===== src/rtl/way_halt_controller_if.sv =====
`default_nettype none
// ---------------------------------------------------------------------------
// Module   : way_halt_controller_if
// Brief    : Request/response, halt-array and refill signals of the controller
// Revision : 1.0
// ---------------------------------------------------------------------------
interface way_halt_controller_if #(
   parameter int TAG_W  = 12,
   parameter int HALT_W = 4,
   parameter int WAYS   = 8
);
   localparam int c_WAY_W = $clog2(WAYS);

   logic                req_valid;
   logic                req_ready;
   logic [TAG_W-1:0]    req_tag;
   logic                flush;
   logic [HALT_W-1:0]   halt_tag;
   logic [WAYS-1:0]     halt_flag;
   logic [WAYS-1:0]     we;
   logic [HALT_W-1:0]   halt_tag_write;
   logic [WAYS-1:0]     way_en;
   logic                resp_valid;
   logic                resp_hit;
   logic [c_WAY_W-1:0]  resp_way;
   logic                mem_req;
   logic [TAG_W-1:0]    mem_tag;
   logic                mem_ack;

   modport master (
      output req_valid, req_tag, flush, halt_flag, mem_ack,
      input  req_ready, halt_tag, we, halt_tag_write, way_en,
             resp_valid, resp_hit, resp_way, mem_req, mem_tag
   );

   modport slave (
      input  req_valid, req_tag, flush, halt_flag, mem_ack,
      output req_ready, halt_tag, we, halt_tag_write, way_en,
             resp_valid, resp_hit, resp_way, mem_req, mem_tag
   );
endinterface
`default_nettype wire


===== src/rtl/way_halt_controller.sv =====
`default_nettype none
// ---------------------------------------------------------------------------
// Module   : way_halt_controller
// Brief    : Halt-tag filtered lookup, refill handshake and victim writeback
// Revision : 1.0
// ---------------------------------------------------------------------------
module way_halt_controller #(
   parameter int TAG_W  = 12,
   parameter int HALT_W = 4,
   parameter int WAYS   = 8
) (
   input  logic                 clk,
   input  logic                 reset,
   way_halt_controller_if.slave bus
);
   localparam int c_WAY_W = $clog2(WAYS);

   localparam logic [2:0] c_IDLE     = 3'd0;
   localparam logic [2:0] c_LOOKUP   = 3'd1;
   localparam logic [2:0] c_MISS_REQ = 3'd2;
   localparam logic [2:0] c_FILL     = 3'd3;
   localparam logic [2:0] c_RESP     = 3'd4;

   logic [2:0]          r_state;
   logic [2:0]          w_next_state;
   logic [TAG_W-1:0]    r_tag_ram [WAYS];
   logic [WAYS-1:0]     r_valid;
   logic [c_WAY_W-1:0]  r_rr_ptr;
   logic [TAG_W-1:0]    r_latched_tag;
   logic                r_resp_hit;
   logic [c_WAY_W-1:0]  r_resp_way;

   logic [WAYS-1:0]     w_cand;
   logic                w_hit;
   logic [c_WAY_W-1:0]  w_hit_way;
   logic                w_any_free;
   logic [c_WAY_W-1:0]  w_free_way;
   logic [c_WAY_W-1:0]  w_victim;

   // Descending scans so the lowest matching index is the one left standing.
   always_comb begin
      w_cand     = bus.halt_flag & r_valid;
      w_hit      = 1'b0;
      w_hit_way  = '0;
      w_any_free = 1'b0;
      w_free_way = '0;
      for (int i = WAYS - 1; i >= 0; i--) begin
         if (w_cand[i] && (r_tag_ram[i] == r_latched_tag)) begin
            w_hit     = 1'b1;
            w_hit_way = c_WAY_W'(i);
         end
         if (!r_valid[i]) begin
            w_any_free = 1'b1;
            w_free_way = c_WAY_W'(i);
         end
      end
      w_victim = w_any_free ? w_free_way : r_rr_ptr;
   end

   always_ff @(posedge clk) begin
      if (reset) r_state <= c_IDLE;
      else       r_state <= w_next_state;
   end

   always_comb begin
      w_next_state = r_state;
      case (r_state)
         c_IDLE:     if (!bus.flush && bus.req_valid) w_next_state = c_LOOKUP;
         c_LOOKUP:   w_next_state = w_hit ? c_RESP : c_MISS_REQ;
         c_MISS_REQ: if (bus.mem_ack) w_next_state = c_FILL;
         c_FILL:     w_next_state = c_RESP;
         c_RESP:     w_next_state = c_IDLE;
         default:    w_next_state = c_IDLE;
      endcase
   end

   always_ff @(posedge clk) begin
      if (reset) begin
         r_valid       <= '0;
         r_rr_ptr      <= '0;
         r_latched_tag <= '0;
         r_resp_hit    <= 1'b0;
         r_resp_way    <= '0;
      end else begin
         case (r_state)
            c_IDLE: begin
               if (bus.flush) begin
                  r_valid  <= '0;
                  r_rr_ptr <= '0;
               end else if (bus.req_valid) begin
                  r_latched_tag <= bus.req_tag;
               end
            end
            c_LOOKUP: begin
               r_resp_hit <= w_hit;
               r_resp_way <= w_hit_way;
            end
            c_FILL: begin
               r_valid[w_victim] <= 1'b1;
               if (!w_any_free) r_rr_ptr <= r_rr_ptr + 1'b1;
               r_resp_hit <= 1'b0;
               r_resp_way <= w_victim;
            end
            default: ;
         endcase
      end
   end

   // Tag storage needs no reset: r_valid gates every use of it.
   always_ff @(posedge clk) begin
      if (!reset && (r_state == c_FILL)) r_tag_ram[w_victim] <= r_latched_tag;
   end

   always_comb begin
      bus.req_ready      = 1'b0;
      bus.halt_tag       = r_latched_tag[HALT_W-1:0];
      bus.we             = '0;
      bus.halt_tag_write = '0;
      bus.way_en         = '0;
      bus.resp_valid     = 1'b0;
      bus.resp_hit       = 1'b0;
      bus.resp_way       = '0;
      bus.mem_req        = 1'b0;
      bus.mem_tag        = '0;
      case (r_state)
         c_IDLE:     bus.req_ready = 1'b1;
         c_LOOKUP:   bus.way_en = w_cand;
         c_MISS_REQ: begin
            bus.mem_req = 1'b1;
            bus.mem_tag = r_latched_tag;
         end
         c_FILL: begin
            // Array captures on negedge; a reset this cycle must not write.
            bus.we[w_victim]   = !reset;
            bus.halt_tag_write = r_latched_tag[HALT_W-1:0];
         end
         c_RESP: begin
            bus.resp_valid = 1'b1;
            bus.resp_hit   = r_resp_hit;
            bus.resp_way   = r_resp_way;
         end
         default: ;
      endcase
   end
endmodule
`default_nettype wire


===== src/flat_wrapper.sv =====
// flat-port wrapper written by rule: the top's interface ports become plain ports
module way_halt_controller_flat 
#(
   parameter int TAG_W  = 12,
   parameter int HALT_W = 4,
   parameter int WAYS   = 8
)
  (clk, reset, bus_req_valid, bus_req_tag, bus_flush, bus_halt_flag, bus_mem_ack, bus_req_ready, bus_halt_tag, bus_we, bus_halt_tag_write, bus_way_en, bus_resp_valid, bus_resp_hit, bus_resp_way, bus_mem_req, bus_mem_tag);
  way_halt_controller_if #(.TAG_W(TAG_W), .HALT_W(HALT_W), .WAYS(WAYS)) bus_i ();
  input  logic clk;
  input  logic reset;
  input wire logic [$bits(bus_i.req_valid)-1:0] bus_req_valid;
  input wire logic [$bits(bus_i.req_tag)-1:0] bus_req_tag;
  input wire logic [$bits(bus_i.flush)-1:0] bus_flush;
  input wire logic [$bits(bus_i.halt_flag)-1:0] bus_halt_flag;
  input wire logic [$bits(bus_i.mem_ack)-1:0] bus_mem_ack;
  output wire logic [$bits(bus_i.req_ready)-1:0] bus_req_ready;
  output wire logic [$bits(bus_i.halt_tag)-1:0] bus_halt_tag;
  output wire logic [$bits(bus_i.we)-1:0] bus_we;
  output wire logic [$bits(bus_i.halt_tag_write)-1:0] bus_halt_tag_write;
  output wire logic [$bits(bus_i.way_en)-1:0] bus_way_en;
  output wire logic [$bits(bus_i.resp_valid)-1:0] bus_resp_valid;
  output wire logic [$bits(bus_i.resp_hit)-1:0] bus_resp_hit;
  output wire logic [$bits(bus_i.resp_way)-1:0] bus_resp_way;
  output wire logic [$bits(bus_i.mem_req)-1:0] bus_mem_req;
  output wire logic [$bits(bus_i.mem_tag)-1:0] bus_mem_tag;
  assign bus_i.req_valid = bus_req_valid;
  assign bus_i.req_tag = bus_req_tag;
  assign bus_i.flush = bus_flush;
  assign bus_i.halt_flag = bus_halt_flag;
  assign bus_i.mem_ack = bus_mem_ack;
  assign bus_req_ready = bus_i.req_ready;
  assign bus_halt_tag = bus_i.halt_tag;
  assign bus_we = bus_i.we;
  assign bus_halt_tag_write = bus_i.halt_tag_write;
  assign bus_way_en = bus_i.way_en;
  assign bus_resp_valid = bus_i.resp_valid;
  assign bus_resp_hit = bus_i.resp_hit;
  assign bus_resp_way = bus_i.resp_way;
  assign bus_mem_req = bus_i.mem_req;
  assign bus_mem_tag = bus_i.mem_tag;
  way_halt_controller #(.TAG_W(TAG_W), .HALT_W(HALT_W), .WAYS(WAYS)) u_core (.clk(clk), .reset(reset), .bus(bus_i));
endmodule

===== config.mk =====
export PLATFORM = sky130hd
export DESIGN_NAME = way_halt_controller_flat
export DESIGN_NICKNAME = d
export VERILOG_FILES = /design/src/rtl/way_halt_controller_if.sv /design/src/rtl/way_halt_controller.sv /design/src/flat_wrapper.sv
export SDC_FILE = /design/constraint.sdc
export NUM_CORES = 1
export LEC_CHECK = 0
export BUFFER_PORTS_ARGS = -buffer_cell sky130_fd_sc_hd__buf_2
export CORE_ASPECT_RATIO = 0.9
export CORE_MARGIN = 2
export CORE_UTILIZATION = 52
export DETAILED_ROUTE_END_ITERATION = 10
export PLACE_DENSITY = 0.74
export SLEW_MARGIN = 20
export SYNTH_ARGS = -nofsm -noshare
export SYNTH_HDL_FRONTEND = slang
export SYNTH_SLANG_ARGS = --single-unit

===== constraint.sdc =====
create_clock -name clk -period 2.7 [get_ports clk]
set_input_delay 0.135 -clock clk [delete_from_list [all_inputs] [get_ports clk]]
set_output_delay 0.135 -clock clk [all_outputs]
set_load 0.02 [all_outputs]

# Word-level counts from Yosys, hierarchy flattened
# Memories as Yosys holds them, arrays and structs flattened.
# Cells that the tools add are included.
[word_totals]
ff_bits = 30
latch_bits = 0
ram_bits = 96
rom_bits = 0
output_inout_bits = 43
elab_cells = 107
n_memories = 1
[memory_table]
columns = ["name", "words", "width", "rd", "rd_clocked_by_memory_dff", "write_ports", "line_no", "rtl"]
rows = [
  ["u_core.r_tag_ram", 8, 12, 8, 0, 1, "way_halt_controller.sv:26", "logic [TAG_W-1:0] r_tag_ram [WAYS];"],
]
[op_classes]
n_addsub = 1
n_mul = 0
div = 0
order_cmp = 2
n_eq_ne = 16
shift = 0
muxes = 57
bitwise = 4
n_reduce_logical = 20
[op_table]
columns = ["operator", "count"]
rows = [
  ["12-bit == test", 8],
  ["3-bit 2-to-1 mux", 23],
  ["8-bit 2-to-1 mux", 3],
  ["1-bit 2-to-1 mux", 23],
  ["8-bit AND", 2],
  ["8-bit one-hot mux with 2 select lines", 1],
  ["12-bit 2-to-1 mux", 1],
  ["3-bit one-hot mux with 2 select lines", 2],
  ["3-bit one-hot mux with 4 select lines", 1],
  ["1-bit logical AND", 11],
  ["8-bit OR", 1],
  ["3-bit by 2-bit == test with 1-bit output, second input constant", 2],
  ["2-bit != test, second input constant", 3],
  ["3-bit AND reduction", 2],
  ["3-bit by 4-bit less-than comparator with 1-bit output, second input constant", 1],
  ["4-bit 2-to-1 mux", 1],
  ["2-bit AND reduction", 2],
  ["2-bit nonzero test", 2],
  ["3-bit by 1-bit adder with 3-bit output, second input constant", 1],
  ["1-bit demux with 3-bit select", 1],
  ["3-bit by 1-bit == test with 1-bit output, second input constant", 1],
  ["3-bit == test, second input constant", 1],
  ["3-bit by 1-bit greater-or-equal comparator with 1-bit output, second input constant", 1],
  ["3-bit logical NOT", 1],
  ["other kinds (4)", 5],
]

# Depth between registers and ports, before layout
[logic_depth]
word_depth = 15
mapped_depth = 7

# Worst setup path before layout
# Ideal clock, no wire load.
[synth_path]
path_kind = "reg2reg"
start = "reg u_core.r_valid[5]"
end = "mem u_core.r_tag_ram[1][0] (enable)"
setup_ns = 0.399
arrival_ns = 2.128
path_slack_ns = 0.172
path_stages_with_launch = 6
path_cell_list = "dfxtp_1 -> nand4_1 -> o21ai_0 -> o21a_1 -> buf_4 -> nor3b_1"
[synth_via]
elab_chain_len = 7
[synth_lines]
columns = ["element", "line_no", "rtl"]
rows = [
  ["from (decl)", "way_halt_controller.sv:27", "logic [WAYS-1:0] r_valid;"],
  ["from (signal assigned)", "way_halt_controller.sv:79", "r_valid <= '0;"],
  ["from (signal assigned)", "way_halt_controller.sv:88", "r_valid <= '0;"],
  ["from (signal, indexed assignment)", "way_halt_controller.sv:99", "r_valid[w_victim] <= 1'b1;"],
  ["3-bit 2-to-1 mux or 1-bit 2-to-1 mux (tied branches) (6 in a row)", "way_halt_controller.sv:52", "if (!r_valid[i]) begin"],
  ["3-bit 2-to-1 mux *", "way_halt_controller.sv:57", "w_victim = w_any_free ? w_free_way : r_rr_ptr;"],
  ["to (decl)", "way_halt_controller.sv:26", ""],
]
# Every way passes the cells marked *; elsewhere a longest branch is shown, timed or not.

# Final worst setup path
[layout_path]
start = "reg u_core.r_valid[5]"
end = "out bus_we[6]"
[layout_via]
elab_chain_len = 13
[layout_lines]
columns = ["element", "line_no", "rtl"]
rows = [
  ["3-bit 2-to-1 mux or 1-bit 2-to-1 mux (tied branches) (6 in a row)", "way_halt_controller.sv:52", ""],
  ["3-bit 2-to-1 mux *", "way_halt_controller.sv:57", ""],
  ["3-bit by 4-bit less-than comparator with 1-bit output (not written as such) or 3-bit by 1-bit greater-or-equal comparator with 1-bit output (tied branches)", "way_halt_controller.sv:134", "bus.we[w_victim] = !reset;"],
  ["1-bit logical AND (not written as such)", "way_halt_controller.sv:134", ""],
  ["1-bit 2-to-1 mux (not written as such)", "way_halt_controller.sv:134", ""],
  ["1-bit demux with 3-bit select *", "--", ""],
  ["8-bit AND (no source line) *", "--", ""],
  ["8-bit 2-to-1 mux *", "way_halt_controller.sv:125", "case (r_state)"],
  ["to (decl)", "flat_wrapper.sv:19", "output wire logic [$bits(bus_i.we)-1:0] bus_we;"],
]
# Marked as above.

==> results.py <==
metrics = {
    "timing": {
        "finalHoldViolations": 0,
        "setup_violations": 0,
        "max_freq_mhz": 394,
        "finalCritPeriodShare_pct": 93.9,
        "rsz0062_at_grt": "false",
        "layout_min_cycle_time_ns": 2.54,
        "clock_skew_ns": 0.00628,
        "holdWs_ns": 0.0519,
        "slew_headroom_pct": 56.7,
        "setup_tns_ns": 0,
        "worst_pin_slew_ns": 0.649,
        "timing.final.ws_setup_ns": 0.163,
        "final_max_slew_viol_count": 0,
    },
    "pwr": {
        "p_per_area_mw_per_mm2": 658,
        "p_total_mw": 4.60,
        "p_leak_nw": 2.78,
        "vdd_ir_drop_max_uv": 466,
    },
    "layout": {
        "layout-drive-gt1-share_pct": 25.8,
        "antenna_cells": 0,
        "syn2layout_area_growth_pct": 21.2,
        "utilization_pct": 64.7,
        "fin_nets": 567,
    },
    "route": {
        "avgRoutedWirePerCell_um": 18.9,
        "num_vias": 3780,
        "drc_errors": 0,
        "drt-initial-drc-count": 384,
        "via_per_inst": 5.50,
        "dr.pass1.iters": 5,
        "postRouteAntennaNets": 0,
        "wl_um": 13000,
    },
    "clock_network": {
        "path_clk_slew_ns": 0.05,
        "cts_buffers": 17,
        "clockRootBuffer": "clkbuf_16",
        "cts_sinks": 126,
        "clk_latency_ns": 0.41,
        "cts_setup_buffers": 0,
        "cts.htree.levels": 4,
        "cts_tree": "yes",
        "clk_path_buf_depth": 2,
    },
    "grt": {
        "grtUsageTotal_pct": 22.8,
        "grt_antenna_before_repair": 0,
        "grt_max_degree": 26,
        "grt_pass1_wl_um": 20100,
        "gr-total-overflow": 0,
        "grt_pass1_vias": 3628,
    },
    "floorplan": {
        "die_x_um": 115,
        "die_area_mm2": 0.0119,
        "fp.dieH_um": 104,
        "rows": 36,
        "design.portCount": 68,
        "coreArea_mm2": 0.0108,
        "start_util_pct": 53.3,
    },
    "critical_path": {
        "start_kind": "flip-flop",
        "crit_chain": "o211ai_1 -> a31oi_1 -> buf_4 -> nor3b_1 -> buf_2",
        "endpoint_kind": "primary output",
        "slowest_stage": "nor3b_1",
        "cp_data_required_time_ns": 2.57,
        "cp.arrival_ns": 2.40,
        "path_max_fanout": 11,
        "cp_slowest_stage_delay_ns": 0.45,
        "criticalPathCategory": "reg -> out",
    },
    "placed_design": {
        "portBuffers": 67,
        "routabilityCongestion": 0.967,
        "pre_cts_slack_ns": 0.468,
        "post-dp-hpwl_um": 8760,
    },
    "synth": {
        "syn_inst": 442,
        "synth-compound-area-share_pct": 3.82,
        "synth_adder_area_share_pct": 0.217,
        "synth_xor_area_share_pct": 15.1,
        "synthMuxAreaShare_pct": 2.08,
        "synth_top_family_by_area": "XOR/XNOR gates",
        "synth_cell_type_count": 50,
        "yosys.area_share.simple_pct": 14.6,
        "syn_area_mm2": 0.00577,
        "synth_ff_type": "edfxtp_1",
        "synth_nets": 468,
        "ys_async_sr_fraction_pct": 0,
        "ys.warnings.count": 0,
        "ys_seq_area_share_pct": 60.4,
        "synth.avg_cell_area_um2": 13.0,
        "synth-seq-cells": 126,
        "synth_edf_count": 96,
    },
    "job": {
        "maxCapViolCount": 0,
    },
    "status": {
        "status": "complete, no violations",
    },
    "min_path": {
        "hold_path_class": "in -> reg",
    },
}
==> cells in the final DEF, fill, tap and decap left out, types with 2 or more instances in the layout <==
cell type | Yosys | final
inv_6 | 0 | 3
nor3b_2 | 0 | 4
clkinv_2 | 0 | 4
dfxtp_1 | 30 | 30
mux2i_1 | 12 | 12
nor2b_1 | 3 | 3
nor3_2 | 1 | 2
and4_1 | 2 | 2
nand3_1 | 9 | 9
nand2_1 | 17 | 17
buf_2 | 1 | 67
nand4_1 | 14 | 14
inv_1 | 4 | 4
nor4_1 | 9 | 9
a21oi_1 | 2 | 2
o211ai_1 | 3 | 3
dlygate4sd3_1 | 0 | 12
nor3b_1 | 10 | 6
o21ai_0 | 3 | 3
and3_1 | 3 | 3
a21o_1 | 8 | 8
a22oi_1 | 2 | 2
nor2_1 | 31 | 31
and4b_1 | 2 | 2
clkinvlp_4 | 0 | 3
nor4_2 | 5 | 5
buf_4 | 12 | 27
bufinv_16 | 0 | 2
xnor2_1 | 47 | 47
and2_1 | 16 | 16
a211oi_1 | 4 | 4
nor3_1 | 12 | 11
xor2_1 | 49 | 49
edfxtp_1 | 96 | 96
clkbuf_16 | 0 | 17
nand2b_1 | 2 | 2
xnor2_2 | 2 | 2
==> sequential cells by signal, indices dropped and copies added (netlist names) <==
| register | flops |
|---|---|
| u_core.r_tag_ram | 96 |
| u_core.r_latched_tag | 12 |
| u_core.r_valid | 8 |
| u_core.r_resp_way | 3 |
| u_core.r_rr_ptr | 3 |
| u_core.r_state | 3 |
| u_core.r_resp_hit | 1 |
==> per-stage QoR <==
stage | cells | area (µm²)
final | 687 | 6990
after global placement | 643 | 6290
after global routing | 687 | 6990
after CTS | 687 | 6980
after floorplan | 442 | 5770
after detailed placement | 643 | 6290
==> logic make-up (layout without fill, tap and decap cells) <==
| logic type | after synthesis | in the layout |
|---|---|---|
| buffers and inverters | 30 | 142 |
| AOI/OAI and AO/OA | 31 | 31 |
| DFF | 126 | 126 |
| xor gates and xnor gates | 98 | 98 |
| muxes | 12 | 12 |
| and+or+nand+nor | 144 | 144 |
| adders and majority gates | 1 | 1 |
==> synthesized netlist by cell type (all sizes together) (4+ instances only) <==
cell type,number,area (µm²)
a211oi,4,30.0
a21o,8,60.1
and2,17,108
and3,4,26.3
buf,20,174
clkbuf,6,22.5
dfxtp,30,601
edfxtp,96,2880
inv,4,15.0
mux2i,12,120
nand2,18,70.1
nand3,9,45.0
nand4,15,100
nor2,32,123
nor3,13,70.1
nor3b,10,75.1
nor4,15,140
o21ai,4,20.0
xnor2,49,444
xor2,49,429
==> layer usage <==
layer  track usage (%)  vias up  wire length [µm]
li1                  -     1780                 -
met1              32.5     1805              5970
met2              33.4      178              5850
met3              6.24       17              1000
met4              8.35        0               193
met5                 0        -                 0
==> timing repair <==
| item | in CTS | in global routing |
|---|---|---|
| resized for setup | 0 | 1 |
| hold buffers | 12 | 0 |
| endpoints found under the hold margin | 12 | 0 |
| endpoints found under the setup margin | 0 | 1 |
==> where the power goes <==
part / switching, mW / internal [mW] / total [mW]
clock: 0.851 / 1.36 / 2.21
combinational: 0.162 / 0.113 / 0.275
sequential: 0.0197 / 2.10 / 2.12
total: 1.03 / 3.57 / 4.60
==> layout make-up <==
type | instances | area (µm²)
Multi-Input combinational cell | 286 | 2100
Tap cell | 133 | 166
Sequential cell | 126 | 3480
Fill cell | 820 | 3820
Inverter | 4 | 15.0
Timing Repair Buffer | 106 | 658
Clock inverter | 14 | 141
Clock buffer | 18 | 429
==> path summary, 6_finish.rpt <==
kind / startpoint / to / slack [ns] / cells after the start
setup / recovery: u_core.r_valid[5] / bus_we[6] / 0.16 / 5
hold / removal: bus_mem_ack / u_core.r_state[0] / 0.05 / 3
setup reg to reg: u_core.r_latched_tag[8] / u_core.r_resp_way[0] / 0.48 / 7
hold reg to reg: u_core.r_latched_tag[10] / u_core.r_tag_ram[0][10] / 0.47 / 0
==> worst max-delay path: cells and delay by family, from the launching register on <==
kind / cells / cell delay, ns
AO/OA/AOI/OAI: 2 / 0.58
buffers and inverters: 2 / 0.53
AND/OR/NAND/NOR: 1 / 0.45
flip-flops: 1 / 0.43
Power figures use the tool's default switching activity.
